File: src/rtl/adder64_pkg.sv
// Shared types and helpers for the adder64_sched scheduler slice.
package adder64_pkg;

   localparam int WORD_W  = 64;
   localparam int MAX_REQ = 8;
   localparam int PICK_W  = 3;

   typedef enum logic {
      IDLE   = 1'b0,
      LOCKED = 1'b1
   } state_t;

   // First set bit of valid at or after ptr, wrapping. Requester counts below
   // MAX_REQ leave the upper valid bits at zero, so the wrap at MAX_REQ gives the
   // same winner as a wrap at the real requester count.
   function automatic logic [PICK_W-1:0] rr_pick(input logic [MAX_REQ-1:0] valid,
                                                 input logic [PICK_W-1:0]  ptr);
      logic [PICK_W-1:0] idx;
      rr_pick = ptr;
      for (int k = MAX_REQ - 1; k >= 0; k--) begin
         idx = ptr + PICK_W'(k);
         if (valid[idx]) rr_pick = idx;
      end
   endfunction

endpackage

File: src/rtl/add64_core.sv
// Combinational 64-bit adder with carry-in and carry-out: {cout,sum} = a + b + cin.
module add64_core
   import adder64_pkg::*;
(
   input  logic [WORD_W-1:0] a,
   input  logic [WORD_W-1:0] b,
   input  logic              cin,
   output logic [WORD_W-1:0] sum,
   output logic              cout
);

   assign {cout, sum} = {1'b0, a} + {1'b0, b} + {{WORD_W{1'b0}}, cin};

endmodule

File: src/rtl/adder64_sched.sv
// Round-robin scheduler sharing one 64-bit adder among NUM_REQ requesters.
// Define ADD64_CHAIN_EN to build the LOCKED state for carry-chained multi-word adds.
module adder64_sched
   import adder64_pkg::*;
#(
   parameter int NUM_REQ = 4,
   parameter int ID_W    = 3
)
(
   input  logic                      clk,
   input  logic                      rst_n,
   input  logic [NUM_REQ-1:0]        req_valid,
   output logic [NUM_REQ-1:0]        req_ready,
   input  logic [NUM_REQ*WORD_W-1:0] req_a,
   input  logic [NUM_REQ*WORD_W-1:0] req_b,
   input  logic [NUM_REQ-1:0]        req_cin,
   input  logic [NUM_REQ-1:0]        req_last,
   output logic                      resp_valid,
   input  logic                      resp_ready,
   output logic [WORD_W-1:0]         resp_sum,
   output logic                      resp_cout,
   output logic [ID_W-1:0]           resp_id
);

   state_t              state;
   state_t              state_nxt;
   logic [ID_W-1:0]     rr_ptr;
   logic [ID_W-1:0]     ptr_nxt;
   logic [ID_W-1:0]     grant_id;
   logic [NUM_REQ-1:0]  valid_eff;
   logic                can_load;
   logic                xfer;
   logic                grant_last;
   logic [WORD_W-1:0]   op_a;
   logic [WORD_W-1:0]   op_b;
   logic                op_cin;
   logic [WORD_W-1:0]   add_sum;
   logic                add_cout;

   assign can_load = !resp_valid || resp_ready;

`ifdef ADD64_CHAIN_EN
   logic [ID_W-1:0] owner;

   // While locked, only the chain owner is visible to the arbiter.
   always_comb begin
      valid_eff = req_valid;
      if (state == LOCKED) valid_eff = req_valid & (NUM_REQ'(1) << owner);
   end
`else
   logic unused_last;

   assign unused_last = ^req_last;
   assign valid_eff   = req_valid;
`endif

   assign grant_id = ID_W'(rr_pick(MAX_REQ'(valid_eff), PICK_W'(rr_ptr)));
   assign xfer     = rst_n && can_load && (|valid_eff);
   assign ptr_nxt  = (grant_id == ID_W'(NUM_REQ - 1)) ? '0 : grant_id + ID_W'(1);

   // NOTE: every always_comb output gets a default before any branch, so no path
   // leaves it unassigned and no latch is inferred.
   always_comb begin
      op_a       = '0;
      op_b       = '0;
      op_cin     = 1'b0;
      grant_last = 1'b1;
      for (int i = 0; i < NUM_REQ; i++) begin
         if (grant_id == ID_W'(i)) begin
            op_a   = req_a[i*WORD_W +: WORD_W];
            op_b   = req_b[i*WORD_W +: WORD_W];
            op_cin = req_cin[i];
`ifdef ADD64_CHAIN_EN
            grant_last = req_last[i];
`endif
         end
      end
`ifdef ADD64_CHAIN_EN
      // Later words of a chain take the carry left in the result register.
      if (state == LOCKED) op_cin = resp_cout;
`endif
   end

   add64_core u_core (
      .a    (op_a),
      .b    (op_b),
      .cin  (op_cin),
      .sum  (add_sum),
      .cout (add_cout)
   );

`ifdef ADD64_CHAIN_EN
   // NOTE: clocked state is written with <= so every flop samples pre-edge values.
   always_ff @(posedge clk or negedge rst_n) begin
      if (!rst_n) begin
         state <= IDLE;
         owner <= '0;
      end else begin
         state <= state_nxt;
         if (xfer && state == IDLE) owner <= grant_id;
      end
   end

   always_comb begin
      state_nxt = state;
      if (xfer) state_nxt = grant_last ? IDLE : LOCKED;
   end
`else
   assign state = IDLE;

   always_comb begin
      state_nxt = state;
   end
`endif

   // A reset-low requester never sees ready, even though the empty slot can load.
   always_comb begin
      req_ready = '0;
      if (xfer) req_ready = NUM_REQ'(1) << grant_id;
   end

   always_ff @(posedge clk or negedge rst_n) begin
      if (!rst_n) begin
         resp_valid <= 1'b0;
         resp_sum   <= '0;
         resp_cout  <= 1'b0;
         resp_id    <= '0;
         rr_ptr     <= '0;
      end else begin
         if (xfer) begin
            resp_valid <= 1'b1;
            resp_sum   <= add_sum;
            resp_cout  <= add_cout;
            resp_id    <= grant_id;
         end else if (resp_ready) begin
            resp_valid <= 1'b0;
         end
         // The pointer only moves once a transfer leaves the arbiter unlocked.
         if (xfer && state_nxt == IDLE) rr_ptr <= ptr_nxt;
      end
   end

endmodule

File: config.mk
export PLATFORM = sky130hd
export DESIGN_NAME = adder64_sched
export DESIGN_NICKNAME = d
export VERILOG_FILES = /design/src/rtl/adder64_pkg.sv /design/src/rtl/add64_core.sv /design/src/rtl/adder64_sched.sv
export SDC_FILE = /design/constraint.sdc
export NUM_CORES = 1
export LEC_CHECK = 0
export ABC_AREA = 0
export ABC_CLOCK_PERIOD_IN_PS = 7100
export CORE_AREA = 2 2 232 234
export CTS_CLUSTER_DIAMETER = 200
export DETAILED_ROUTE_END_ITERATION = 8
export DIE_AREA = 0 0 234 236
export PLACE_DENSITY_LB_ADDON = 0.08
export SLEW_MARGIN = 10
export SYNTH_ARGS = -nofsm -noshare
export SYNTH_HDL_FRONTEND = slang
export SYNTH_SLANG_ARGS = --single-unit
File: constraint.sdc
create_clock -name clk -period 7.1 [get_ports clk]
set_input_delay 1.42 -clock clk [delete_from_list [all_inputs] [get_ports clk]]
set_output_delay 1.42 -clock clk [all_outputs]
set_load 0.01 [all_outputs]
After elaboration in Yosys (flattened, before gate mapping)
Cells that the tools add are included.

Output and inout port bits: 73. Memories kept: 0. Bits in latches: 0. Input bits: 527. Register bits: 72. RAM bits: 0. Logic and storage cells: 74. Memory bits (read-only): 0.

Shift operators: 1. Reductions and logical operators: 7. $mul: 0. $add $sub $neg: 10. $lt $le $gt $ge: 8. Multiplexer cells: 40. Div/mod/pow operators: 0. Equal/unequal tests: 3. Bitwise gates (word level): 0.

Operators with widths (number): $mux W64 (8); $add A64 B64 Y65 (1); $add A65 B1 Y65 (1); $lt A3 B4 Y1 const B (8); $mux W3 (9); $bmux W1 S3 (8); $mux W1 (14); $add A3 B3 Y3 const B (4); $add A3 B1 Y3 const B (2); $add A3 B2 Y3 const B (2); $eq A3 B2 Y1 const B (2); $mux W4 (1); $reduce_or A4 Y1 (1); $shl A1 B3 Y4 const A (1); $eq A3 B1 Y1 const B (1); $logic_not A3 Y1 (1); $logic_and A1 B1 Y1 (2); $reduce_bool A2 Y1 (1); $logic_not A1 Y1 (1); $logic_or A1 B1 Y1 (1).

Longest topological paths before layout
Word-level depth: 18. Gate-level depth with buffers: 33. Depth with buffers taken out: 30.

Modules after synthesis
From an unflattened synthesis, not the netlist that was laid out.

Cells, all modules: 1681. Area total of the unflattened synthesis: 11308.3 µm².

By module, submodules not included: adder64_sched (seq. area each 1801.7 µm², instances 1, area each 7552.2 µm², cells each 1144); add64_core (seq. area each 0.0 µm², instances 1, area each 3756.1 µm², cells each 537).

Worst setup path before layout
OpenSTA, ideal clock, no wires.

Path type: in2reg. Start point: in req_valid[2]. End point: reg resp_sum[50]. Buffers on the path: 4. Stages: 28. Data arrival time: 6.847 ns. Path slack: 0.171 ns. Required time: 7.017 ns. Setup time: 0.083 ns. Path through: mux2i_1 mux2_2 nor2_1 o21ai_0 o2bb2ai_1 nand2_1 a32oi_1 nor2_1 xnor2_1 ha_1 and2_1 clkbuf_1 clkbuf_1 buf_1 clkbuf_1 a21oi_1 fa_1 fa_1 nand2b_1 a21o_1 a21oi_1 o2111a_1 o211a_1 a2111oi_0 nor3_1 a41oi_1 xor2_1 o21ai_0.

Word-level cells in the longest chain between the ends: 17. Elaborated cells between the ends (all ways): 44. Those cells by class: 2 x add/sub; 3 x eq/ne; 36 x mux; 3 x reduce/logical.

Ends and longest elaborated chain: start: declaration (line adder64_sched.sv:12) `input logic [NUM_REQ-1:0] req_valid,`; $bmux W1 S3 (line adder64_pkg.sv:22) `if (valid[idx]) rr_pick = idx;`; $mux W1 (implied by the code) (line adder64_pkg.sv:22); $mux W3 (7 in series) (line adder64_pkg.sv:22); $mux W3 * (line adder64_pkg.sv:22); named net grant_id[0] (line adder64_sched.sv:29) `logic [ID_W-1:0] grant_id;`; $logic_not A3 Y1 (line adder64_sched.sv:69) `if (grant_id == ID_W'(i)) begin`; $mux W64 (4 in series) (line adder64_sched.sv:69); $add A64 B64 Y65 (line add64_core.sv:12) `assign {cout, sum} = {1'b0, a} + {1'b0, b} + {{WORD_W{1'b0}}, cin};`; $add A65 B1 Y65 * (line add64_core.sv:12); end signal: assignment (line adder64_sched.sv:132) `resp_sum <= add_sum;`; end: declaration (line adder64_sched.sv:20) `output logic [WORD_W-1:0] resp_sum,`.

Mark *: on every way through the listed nets, which the timed path passes. The rest lies on a longest branch. The select of a mux whose other input is x is not followed. A chain may end at the register's enable or synchronous reset.

Final worst setup path
Start point: in req_valid[2]. End point: reg resp_sum[59].

The elaborated chain is that of the path after synthesis.

==> impl_metrics.env <==
export IMPL_syn_avg_cell_area_um2=6.95
export IMPL_slew_viol_final=0
export IMPL_whs_path_depth=2
export IMPL_cpMostUsedCell="buf_4"
export IMPL_numPortBuffers=595
export IMPL_synth_fp_nets=2076
export IMPL_r2r_start="rr_ptr[1]"
export IMPL_fin_worst_skew_ns=0.0133
export IMPL_ys_types=68
export IMPL_grt_usage_pct=22.6
export IMPL_cp_data_required_time_ns=7.34
export IMPL_post_drt_wl_per_cell_um=21.2
export IMPL_relSlewSlack_pct=38.7
export IMPL_synth_edf_count=0
export IMPL_async_flop_share_pct=100
export IMPL_rows=85
export IMPL_critPathArrivalTime_ns=7.05
export IMPL_synthCells=1478
export IMPL_cts_made_buffers=9
export IMPL_max_freq_mhz=147
export IMPL_ff2ff_path_depth=35
export IMPL_drt_pre_antenna_iters=5
export IMPL_tightestPinTransition_ns=0.920
export IMPL_finalWirelength_mm=64.7
export IMPL_cp_end_kind="register"
export IMPL_core_um2=53100
export IMPL_r2r_slack_ns=0.54
export IMPL_wl_met3_mm=3.59
export IMPL_cts_path_max_buffers=2
export IMPL_placedCellCount=3012
export IMPL_start_kind="input pin"
export IMPL_holdWs_ns=0.472
export IMPL_ant_nets=0
export IMPL_utilization_pct=39.1
export IMPL_chipHeight_um=236
export IMPL_path_max_fanout=5
export IMPL_post_dp_cell_area_um2=19600
export IMPL_gr_total_overflow=0
export IMPL_holdPathEnd="resp_sum[21]"
export IMPL_r2r_end="resp_sum[59]"
export IMPL_outcome="complete, no violations"
export IMPL_slowest_delay_ns=0.36
export IMPL_routabilityCongestion=0.920
export IMPL_yosys_warnings=0
export IMPL_grt_antenna_before_repair=13
export IMPL_synth_seq_area_share_pct=17.5
export IMPL_crit_type="input pin to register"
export IMPL_timing_final_crit_share_pct=95.9
export IMPL_drt_drc_violations_left=0
export IMPL_grt_pass1_vias=14900
export IMPL_ys_seq_elements=72
export IMPL_design_area_um2=20700
export IMPL_grt_pass1_wl_mm=93.4
export IMPL_start_util_pct=19.4
export IMPL_ioPinCount=600
export IMPL_hold_class="register to register"
export IMPL_grt_max_degree=77
export IMPL_drive_gt1_share_pct=22.5
export IMPL_hold_viol_final=0
export IMPL_cts_tree="done"
export IMPL_period_minus_slack_ns=6.81
export IMPL_die_area_um2=55200
export IMPL_top_layer_used="met5"
export IMPL_vias=14700
export IMPL_fin_nets=2950
export IMPL_met1_length_mm=30.1
export IMPL_vias_per_cell=4.79
export IMPL_slowest_stage="or3_1"
export IMPL_clk_latency_ns=0.35
export IMPL_fin_cells=3059
export IMPL_die_w_um=234
export IMPL_root_buffer="clkbuf_16"
export IMPL_htreeDepth=3
export IMPL_cts_sinks=72
export IMPL_worstHoldStart="resp_sum[21]"
export IMPL_drv_cap=0
export IMPL_synth_ff_type="dfrtp_1"
export IMPL_syn_area_um2=10300
export IMPL_area_growth_pct=102
export IMPL_dr_first_iter_drc_count=804
export IMPL_met2_length_mm=30.1
export IMPL_clk_pin_slew_ns=0.06
export IMPL_dpl_hpwl_mm=55.4
export IMPL_rsz0062_at_grt="true"
export IMPL_finalSetupViolations=0
export IMPL_cts_hold_buf=0
[synthesized netlist by cell type, drive strengths merged, types with 23 or more instances]
cell,n,area [µm²]
a21o,37,278
a21oi,86,434
a221o,125,1250
clkbuf,115,432
dfrtp,72,1800
ha,69,863
inv,24,90.1
nand2,250,941
nor2,56,213
nor3,24,120
o21ai,349,1750
xnor2,35,307
xor2,23,201
[critical path, delay by kind of cell]
kind                       cells  cell delay [ns]
adders and majority gates      2             0.49
buffers and inverters         10             1.47
and+or+nand+nor                6             1.11
muxes                          1             0.20
AOI/OAI and AO/OA             13             2.37
[cells by family after synthesis]
| family | synth area share (%) |
|---|---|
| flops | 17.5 |
| xor+xnor | 4.94 |
| simple gates | 18.2 |
| fa+ha+maj | 8.79 |
| buf+inv | 5.60 |
| mux | 1.14 |
| compound gates | 43.8 |
[worst max path at each step]
| stage | startpoint | end | cells past startpoint |
|---|---|---|---|
| after floorplan | req_valid[2] | resp_sum[50] | 28 |
| after global placement | req_valid[3] | resp_sum[52] | 31 |
| after detailed placement | req_valid[3] | resp_sum[52] | 33 |
| after CTS | req_valid[2] | resp_cout | 34 |
| after global routing | req_valid[2] | resp_sum[59] | 33 |
| final | req_valid[2] | resp_sum[59] | 32 |
[timing repair]
action	4_1_cts	5_1_grt
pin swaps	12	48
resized for setup	81	99
setup buffers	10	12
cloned	2	1
endpoints found under the setup margin	28	35
[per-stage QoR]
| stage | setup TNS [ns] | setup slack [ns] |
|---|---|---|
| after global placement | -21.00 | -1.06 |
| after detailed placement | -20.78 | -0.977 |
| after global routing | -0.632 | -0.0811 |
| after floorplan | 0 | 0.171 |
| after CTS | 0 | 0.00474 |
| final | 0 | 0.290 |
[registers in the layout, summed over array words and instances (netlist names)]
register    cells
resp_sum       64
resp_cout       1
resp_id         3
resp_valid      1
rr_ptr          3
[cell type report]
type,count,area [µm²]
clock inverters,5,62.6
fillers,5594,32300
repair buffers,989,9100
flip-flops and latches,72,1800
multi-input cells,1256,8550
clock buffers,11,253
diodes,6,15.0
well taps,696,871
inverters,24,90.1
[cells in the final DEF, fill, tap and decap left out, drive strengths merged, types with 5 or more instances in the layout]
| cell | instances |
|---|---|
| clkdlybuf4s50 | 590 |
| buf | 395 |
| o21ai | 349 |
| nand2 | 250 |
| a221o | 125 |
| a21oi | 86 |
| dfrtp | 72 |
| ha | 69 |
| nor2 | 56 |
| a21o | 37 |
| xnor2 | 35 |
| inv | 26 |
| nor3 | 24 |
| xor2 | 23 |
| nand3 | 16 |
| o21bai | 16 |
| nand4 | 14 |
| clkbuf | 14 |
| o31ai | 13 |
| and2 | 13 |
| nand2b | 9 |
| and3 | 8 |
| or3 | 8 |
| a221oi | 8 |
| a31oi | 7 |
| diode | 6 |
| o21a | 6 |
| mux2 | 6 |
| or4 | 6 |
| a211oi | 6 |
| nor4 | 6 |
| a2111oi | 6 |
| a21boi | 5 |
| mux2i | 5 |
[metal layers]
| metal | global-route usage [%] | up-vias |
|---|---|---|
| li1 | - | 7310 |
| met1 | 30.8 | 6866 |
| met2 | 36.7 | 424 |
| met3 | 4.24 | 45 |
| met4 | 5.06 | 6 |
| met5 | 0 | - |
Power is left out: the tool's default activity adds up to more than one toggle a clock period on the data nets, which glitch-free logic cannot reach.
